--- config.mk ---
export PLATFORM = sky130hd
export DESIGN_NAME = mul_seq_unit
export DESIGN_NICKNAME = d
export VERILOG_FILES = /design/src/rtl/mul_seq_unit.sv
export SDC_FILE = /design/constraint.sdc
export NUM_CORES = 1
export LEC_CHECK = 0
export CAP_MARGIN = 25
export CORE_ASPECT_RATIO = 2
export CORE_MARGIN = 5
export CORE_UTILIZATION = 45
export CTS_CLUSTER_DIAMETER = 120
export CTS_CLUSTER_SIZE = 12
export DETAILED_ROUTE_END_ITERATION = 16
export HOLD_SLACK_MARGIN = 0.03
export PLACE_DENSITY = 0.65
export RECOVER_POWER = 50
export SETUP_SLACK_MARGIN = 0.3
export SYNTH_ARGS = -nofsm -noshare
export SYNTH_HDL_FRONTEND = slang
export SYNTH_SLANG_ARGS = --single-unit
--- constraint.sdc ---
create_clock -name clk -period 12.3 [get_ports clk]
set_clock_uncertainty 0.15 [all_clocks]
set_input_delay 2.46 -clock clk [delete_from_list [all_inputs] [get_ports clk]]
set_output_delay 2.46 -clock clk [all_outputs]
set_load 0.02 [all_outputs]
--- src/rtl/mul_seq_unit.sv ---
// Iterative shift-add multiplier with a valid/ready front end, returning the low or high
// half of the exact product. Supports signed, unsigned and mixed-sign operand modes.
module mul_seq_unit #(
    parameter int DWIDTH = 32,
    parameter int STEP   = 1
) (
    input  logic              clk,
    input  logic              rst_n,
    input  logic              in_valid,
    output logic              in_ready,
    input  logic [1:0]        mul_op,
    input  logic [DWIDTH-1:0] alu_a,
    input  logic [DWIDTH-1:0] alu_b,
    output logic              out_valid,
    input  logic              out_ready,
    output logic [DWIDTH-1:0] alu_res,
    output logic              busy
);
    localparam int N  = DWIDTH / STEP;
    localparam int CW = $clog2(N) + 1;
    localparam int PW = 2 * DWIDTH;
    localparam logic [DWIDTH-1:0] ONE_D = DWIDTH'(1);
    localparam logic [PW-1:0]     ONE_P = PW'(1);

    typedef enum logic [1:0] {IDLE, BUSY, DONE} state_t;

    typedef struct packed {
        logic [1:0] op;
        logic       neg;
    } req_t;

    state_t            state;
    req_t              req;
    logic [CW-1:0]     cnt;
    logic [PW-1:0]     acc;
    logic [PW-1:0]     addend;
    logic [DWIDTH-1:0] mag_b;

    logic              a_sgn, b_sgn;
    logic [DWIDTH-1:0] a_mag, b_mag;
    logic [STEP-1:0]   digit;
    logic [PW-1:0]     pp, acc_nx, prod_fin;
    logic [DWIDTH-1:0] res_sel;
    logic              last_iter;

    // Operand a is signed for every mode but MULHU; b only for MUL/MULH.
    always_comb begin
        a_sgn = (mul_op != 2'b11) && alu_a[DWIDTH-1];
        b_sgn = !mul_op[1] && alu_b[DWIDTH-1];
        a_mag = a_sgn ? (~alu_a + ONE_D) : alu_a;
        b_mag = b_sgn ? (~alu_b + ONE_D) : alu_b;
    end

    // Partial product for this iteration: addend already sits at the digit's weight.
    always_comb begin
        digit = mag_b[STEP-1:0];
        pp    = '0;
        for (int i = 0; i < STEP; i++) begin
            if (digit[i]) pp = pp + (addend << i);
        end
        acc_nx    = acc + pp;
        prod_fin  = req.neg ? (~acc_nx + ONE_P) : acc_nx;
        res_sel   = (req.op == 2'b00) ? prod_fin[DWIDTH-1:0] : prod_fin[PW-1:DWIDTH];
        last_iter = (cnt == CW'(N - 1));
    end

    always_ff @(posedge clk) begin
        if (!rst_n) begin
            state   <= IDLE;
            req     <= '0;
            cnt     <= '0;
            acc     <= '0;
            addend  <= '0;
            mag_b   <= '0;
            alu_res <= '0;
        end else begin
            case (state)
                IDLE: begin
                    if (in_valid) begin
                        state   <= BUSY;
                        req.op  <= mul_op;
                        req.neg <= a_sgn ^ b_sgn;
                        addend  <= {{DWIDTH{1'b0}}, a_mag};
                        mag_b   <= b_mag;
                        acc     <= '0;
                        cnt     <= '0;
                    end
                end
                BUSY: begin
                    acc    <= acc_nx;
                    addend <= addend << STEP;
                    mag_b  <= mag_b >> STEP;
                    cnt    <= cnt + CW'(1);
                    if (last_iter) begin
                        alu_res <= res_sel;
                        state   <= DONE;
                    end
                end
                DONE: begin
                    if (out_ready) state <= IDLE;
                end
                default: state <= IDLE;
            endcase
        end
    end

    assign in_ready  = rst_n && (state == IDLE);
    assign out_valid = (state == DONE);
    assign busy      = (state == BUSY);
endmodule

; ---- After elaboration in Yosys (flattened, before gate mapping)
; Index checks and enable logic that the tools add are counted.
[op_classes]
muxes = 17
reduce_logical = 11
addsub = 5
eq_ne = 7
bitwise = 4
[ops]
columns = cell, n
row1 = $mux 64, 4
row2 = $pmux 64 s2, 2
row3 = $mux 32, 4
row4 = $add 32x1->32 const B, 2
row5 = $add 64x1->64 const B, 1
row6 = $add 64x64->64, 1
row7 = $not 32->32, 2
row8 = $not 64->64, 1
row9 = $pmux 32 s2, 1
row10 = $pmux 6 s2, 1
row11 = $add 6x1->6 const B, 1
row12 = $eq 6x5->1 const B, 1
row13 = $mux 2, 3
row14 = $mux 6, 1
row15 = $pmux 2 s3, 1
row16 = $reduce_and 2->1, 3
row17 = $logic_not 2->1, 2
row18 = $ne 2x1->1 const B, 2
row19 = $ne 2x2->1 const B, 2
row20 = $logic_and 1x1->1, 3
row21 = $reduce_and 3->1, 1
row22 = $eq 2x1->1 const B, 1
row23 = $eq 2x2->1 const B, 1
row24 = $reduce_bool 2->1, 1
row25 = other kinds (2), 2
[totals]
ff_bits = 203

; ---- Logic depth before layout (Yosys ltp)
[depth]
ltp_word = 6
ltp_mapped = 20

; ---- Worst setup path after synthesis
; No wires, ideal clock.
[synth_timing]
path_kind = in2out
start = input rst_n
end = output in_ready
n_path_buf = 2
setup_slack_ns = 6.481
t_required_ns = 9.690
t_arrival_ns = 3.209
cell_stages = 3
cell_sequence = clkbuf_1 > clkbuf_1 > and2_1
[synth_between]
elab_chain_len = 1
[synth_rtl]
columns = item, line_no
row1 = "start, declared", 8  ; input logic rst_n,
row2 = $logic_and 1x1->1, 107  ; assign in_ready = rst_n && (state == IDLE);
row3 = "end, declared", 10  ; output logic in_ready,
; No other way between the ends.

; ---- Worst setup path in the final report
[layout_timing]
start = input in_valid
end = register addend[1]
[layout_between]
elab_chain_len = 2
[layout_rtl]
columns = item, line_no
row1 = "start, declared", 9  ; input logic in_valid,
row2 = $ne 2x2->1 (no source line), -
row3 = $reduce_and 2->1 (no source line), -
row4 = "end signal, assigned", 83  ; addend <= {{DWIDTH{1'b0}}, a_mag};
row5 = "end signal, assigned", 91  ; addend <= addend << STEP;
row6 = "end, declared", 36  ; logic [PW-1:0] addend;
; No other way between the ends.
; A chain may end at the register's enable or synchronous reset.

==> results.txt <==
status -> complete, but fails checks
failing checks -> capacitance limit, slew limit
Clk network pwr share -> 35.4%
Routed Antenna Nets -> 0
top-count cell post-synth -> nand2_1
Die Ht -> 285 µm
Synth top cells by count -> 257 x nand2_1, 209 x o21ai_0, 203 x dfxtp_1
Final period util -> 66.2%
crit-path max cell delay -> 2640 ps
WP data required -> 12560 ps
1st-iter DRT viols -> 954
pwr dens -> 85.2 mW/mm²
Post-synth top flop -> dfxtp_1
wire per inst -> 23.9 µm
met2 Use GR -> 58.6%
Comb pwr share -> 21.3%
CP arrival -> 8410 ps
Post-Route Setup TNS -> 0 ps
RR Startpoint -> state[0]$_SDFFE_PN0P_
Mapped Avg Cell Area -> 7.22 µm²
Buf/Inv on CP -> 2
Reg2Reg Setup Slack -> 6180 ps
fraction of layout cells with a size suffix above 1 -> 4.86%
headroom to the max-slew limit -> -137%
number of global-route vias before repair -> 17800
largest net degree at the start of global routing -> 86
Post-CTS Setup Inserts -> 0
RSZ-0062 raised after global routing -> no
# nets final -> 2484
register area share after synthesis -> 24.0%
drt first pass iters -> 7
IO Pins -> 105
Root Driver -> clkbuf_16
clk sinks -> 203
top cell type's share of synthesized area -> 24.0%
FF-to-FF End -> addend[1]$_SDFFE_PN0P_
post-synthesis cell count -> 2350
CP startpoint kind -> primary input
met3 Use GR -> 3.25%
Leak -> 7.12 nW
Fillers -> 3807
Least-Margin Pin Slew -> 3560 ps
clk buf depth -> 3
CTS H-tree lvls -> 1
critical path depth in cells -> 6
EDFF count, synth -> 0
Yosys cell types -> 97
DR vias -> 17700
CP Launch Point -> in_valid
Synth area leaders -> dfxtp_1 24%, and2_1 6.2%, o21ai_0 6.2%
met1 Track Usage GR -> 29.4%
crit path to -> addend[1]$_SDFFE_PN0P_
CTS tree -> done
initial core utilization -> 45.5%
post-DP HPWL -> 52700 µm
fin util -> 50.2%
total grt overflow -> 0
drt via density -> 6.31
switching fraction of total power -> 31.8%
reported max-cap violation count -> 3
Net Sw Power -> 507 µW
Num CTS Buffers -> 20
Rows -> 100
die footprint -> 0.0419 mm²
Synth-to-Final Area Change -> 10.3%
Post-Synthesis Cell Area -> 0.0170 mm²
Total Wirelength -> 67000 µm
# diodes -> 0
global placement routability congestion -> 1.09
Async SR Flop Fraction -> 0%
worst-path fanout max -> 85
Cell Int Power -> 1.09 mW
Seq pwr share -> 43.3%
synthesized flop and latch total -> 203
Worst R2R Path Depth -> 6
PortBufs -> 104
initial antenna violation count -> 0
critical path class -> in2reg
width of the die -> 147 µm
net count after synthesis -> 2488
crit path cell chain -> dlygate4sd3_1 -> nand2_1 -> clkbuf_1 -> a21oi_1 -> a221oi_1 -> nor2b_1
Slew Viols, Final -> 227
fmax -> 123 MHz
Setup crit end kind -> flip-flop
post-synth top area cell -> dfxtp_1
cell family with most CP delay -> buffers and inverters
GRT busiest layer -> met2
Final Hold Fails -> 0
slowest CP cell -> clkbuf_1
crit path time final -> 8140 ps
Peak supply drop -> 0.110 mV
GRT Total Usage -> 30.9%
Skew-Pair Late Insertion Delay -> 540 ps
final setup violation count -> 0
DRC -> 0
worst min-delay path class -> reg2reg
CTS clk-pin slew, worst paths -> 70 ps
hold_buf cts -> 0
first-pass GRT wire length -> 102000 µm
YS warnings -> 0
post-CTS sizing -> 0
Core Footprint -> 0.0373 mm²
power groups by stage:
stage / clock network (mW) / logic (mW) / registers [mW]
after floorplan: 0 / 0.228 / 0.700
after global placement: 0 / 0.334 / 0.706
after detailed placement: 0 / 0.338 / 0.706
after CTS: 0.580 / 0.339 / 0.691
after global routing: 0.599 / 0.371 / 0.694
final: 0.565 / 0.340 / 0.691
logic make-up after synthesis:
logic type / after synthesis / share of synthesized area [%]
xor gates and xnor gates: 116 / 5.99
AOI/OAI and AO/OA: 775 / 30.1
buffers and inverters: 197 / 4.70
DFF: 203 / 24.0
adders and majority gates: 68 / 5.06
and+or+nand+nor: 972 / 29.0
muxes: 19 / 1.16
worst min-delay path by stage:
| stage | endpoint | startpoint | cells past startpoint |
|---|---|---|---|
| 2_1_floorplan | mag_b[2]$_SDFFE_PN0P_ | mag_b[3]$_SDFFE_PN0P_ | 2 |
| 3_3_place_gp | alu_res[10]$_SDFFE_PN0P_ | alu_res[10]$_SDFFE_PN0P_ | 2 |
| 3_5_place_dp | alu_res[10]$_SDFFE_PN0P_ | alu_res[10]$_SDFFE_PN0P_ | 2 |
| 4_1_cts | alu_res[10]$_SDFFE_PN0P_ | alu_res[10]$_SDFFE_PN0P_ | 2 |
| 5_1_grt | alu_res[10]$_SDFFE_PN0P_ | alu_res[10]$_SDFFE_PN0P_ | 2 |
| 6_report | alu_res[10]$_SDFFE_PN0P_ | alu_res[10]$_SDFFE_PN0P_ | 2 |
cell type report:
cell class | instances | area (µm²) | share of cell area [%]
Clock buffer | 21 | 504 | 2.69
Timing Repair Buffer | 138 | 1280 | 6.85
Sequential cell | 203 | 4060 | 21.7
Tap cell | 459 | 574 | 3.07
Multi-Input combinational cell | 1950 | 12200 | 64.9
Inverter | 33 | 126 | 0.675
Clock inverter | 1 | 16.3 | 0.0869
cell usage in the layout (no fill, tap or decap), types with 31 or more instances in the layout:
cell | synthesis | layout
o21ai_0 | 209 | 209
nor3_1 | 57 | 56
and2_1 | 169 | 146
xor2_1 | 41 | 41
buf_4 | 5 | 32
a21boi_0 | 77 | 77
nand4_1 | 38 | 38
dfxtp_1 | 203 | 203
dlygate4sd3_1 | 0 | 36
ha_1 | 67 | 67
nand2_1 | 257 | 257
nor2_1 | 157 | 155
clkdlybuf4s50_1 | 0 | 67
a21oi_1 | 153 | 153
xnor2_1 | 75 | 75
a22oi_1 | 65 | 65
inv_1 | 31 | 31
nand3_1 | 138 | 138
registers in the layout (all words and copies together) (netlist names):
register,cells
acc,64
addend,64
alu_res,32
cnt,6
mag_b,32
req,3
state,2
worst register-to-register path: stages, from the launching register on:
cell and delay [ps]:
dfxtp_1 400, nor2_1 90, nand2_1 1910, clkbuf_1 2670
a21oi_1 300, a221oi_1 400, nor2b_1 90
layer usage:
| layer | wire [µm] | share of wire [%] |
|---|---|---|
| met1 | 22700 | 34 |
| met2 | 35300 | 53 |
| met3 | 2410 | 3.6 |
| met4 | 6560 | 9.8 |
| met5 | 0 | 0 |
stage by stage:
| stage | hold WS, ps | total power [mW] | std cells | area, µm² | setup slack, ps |
|---|---|---|---|---|---|
| 6_report | 296 | 1.60 | 2805 | 18700 | 4160 |
| 5_1_grt | 327 | 1.66 | 2805 | 18700 | 3630 |
| 4_1_cts | 301 | 1.61 | 2805 | 18700 | 6130 |
| 3_5_place_dp | 289 | 1.04 | 2783 | 18200 | 6130 |
| 3_3_place_gp | 281 | 1.04 | 2783 | 18200 | 5800 |
| 2_1_floorplan | 291 | 0.928 | 2350 | 17000 | 6480 |
(Power assumes the default switching activity.)
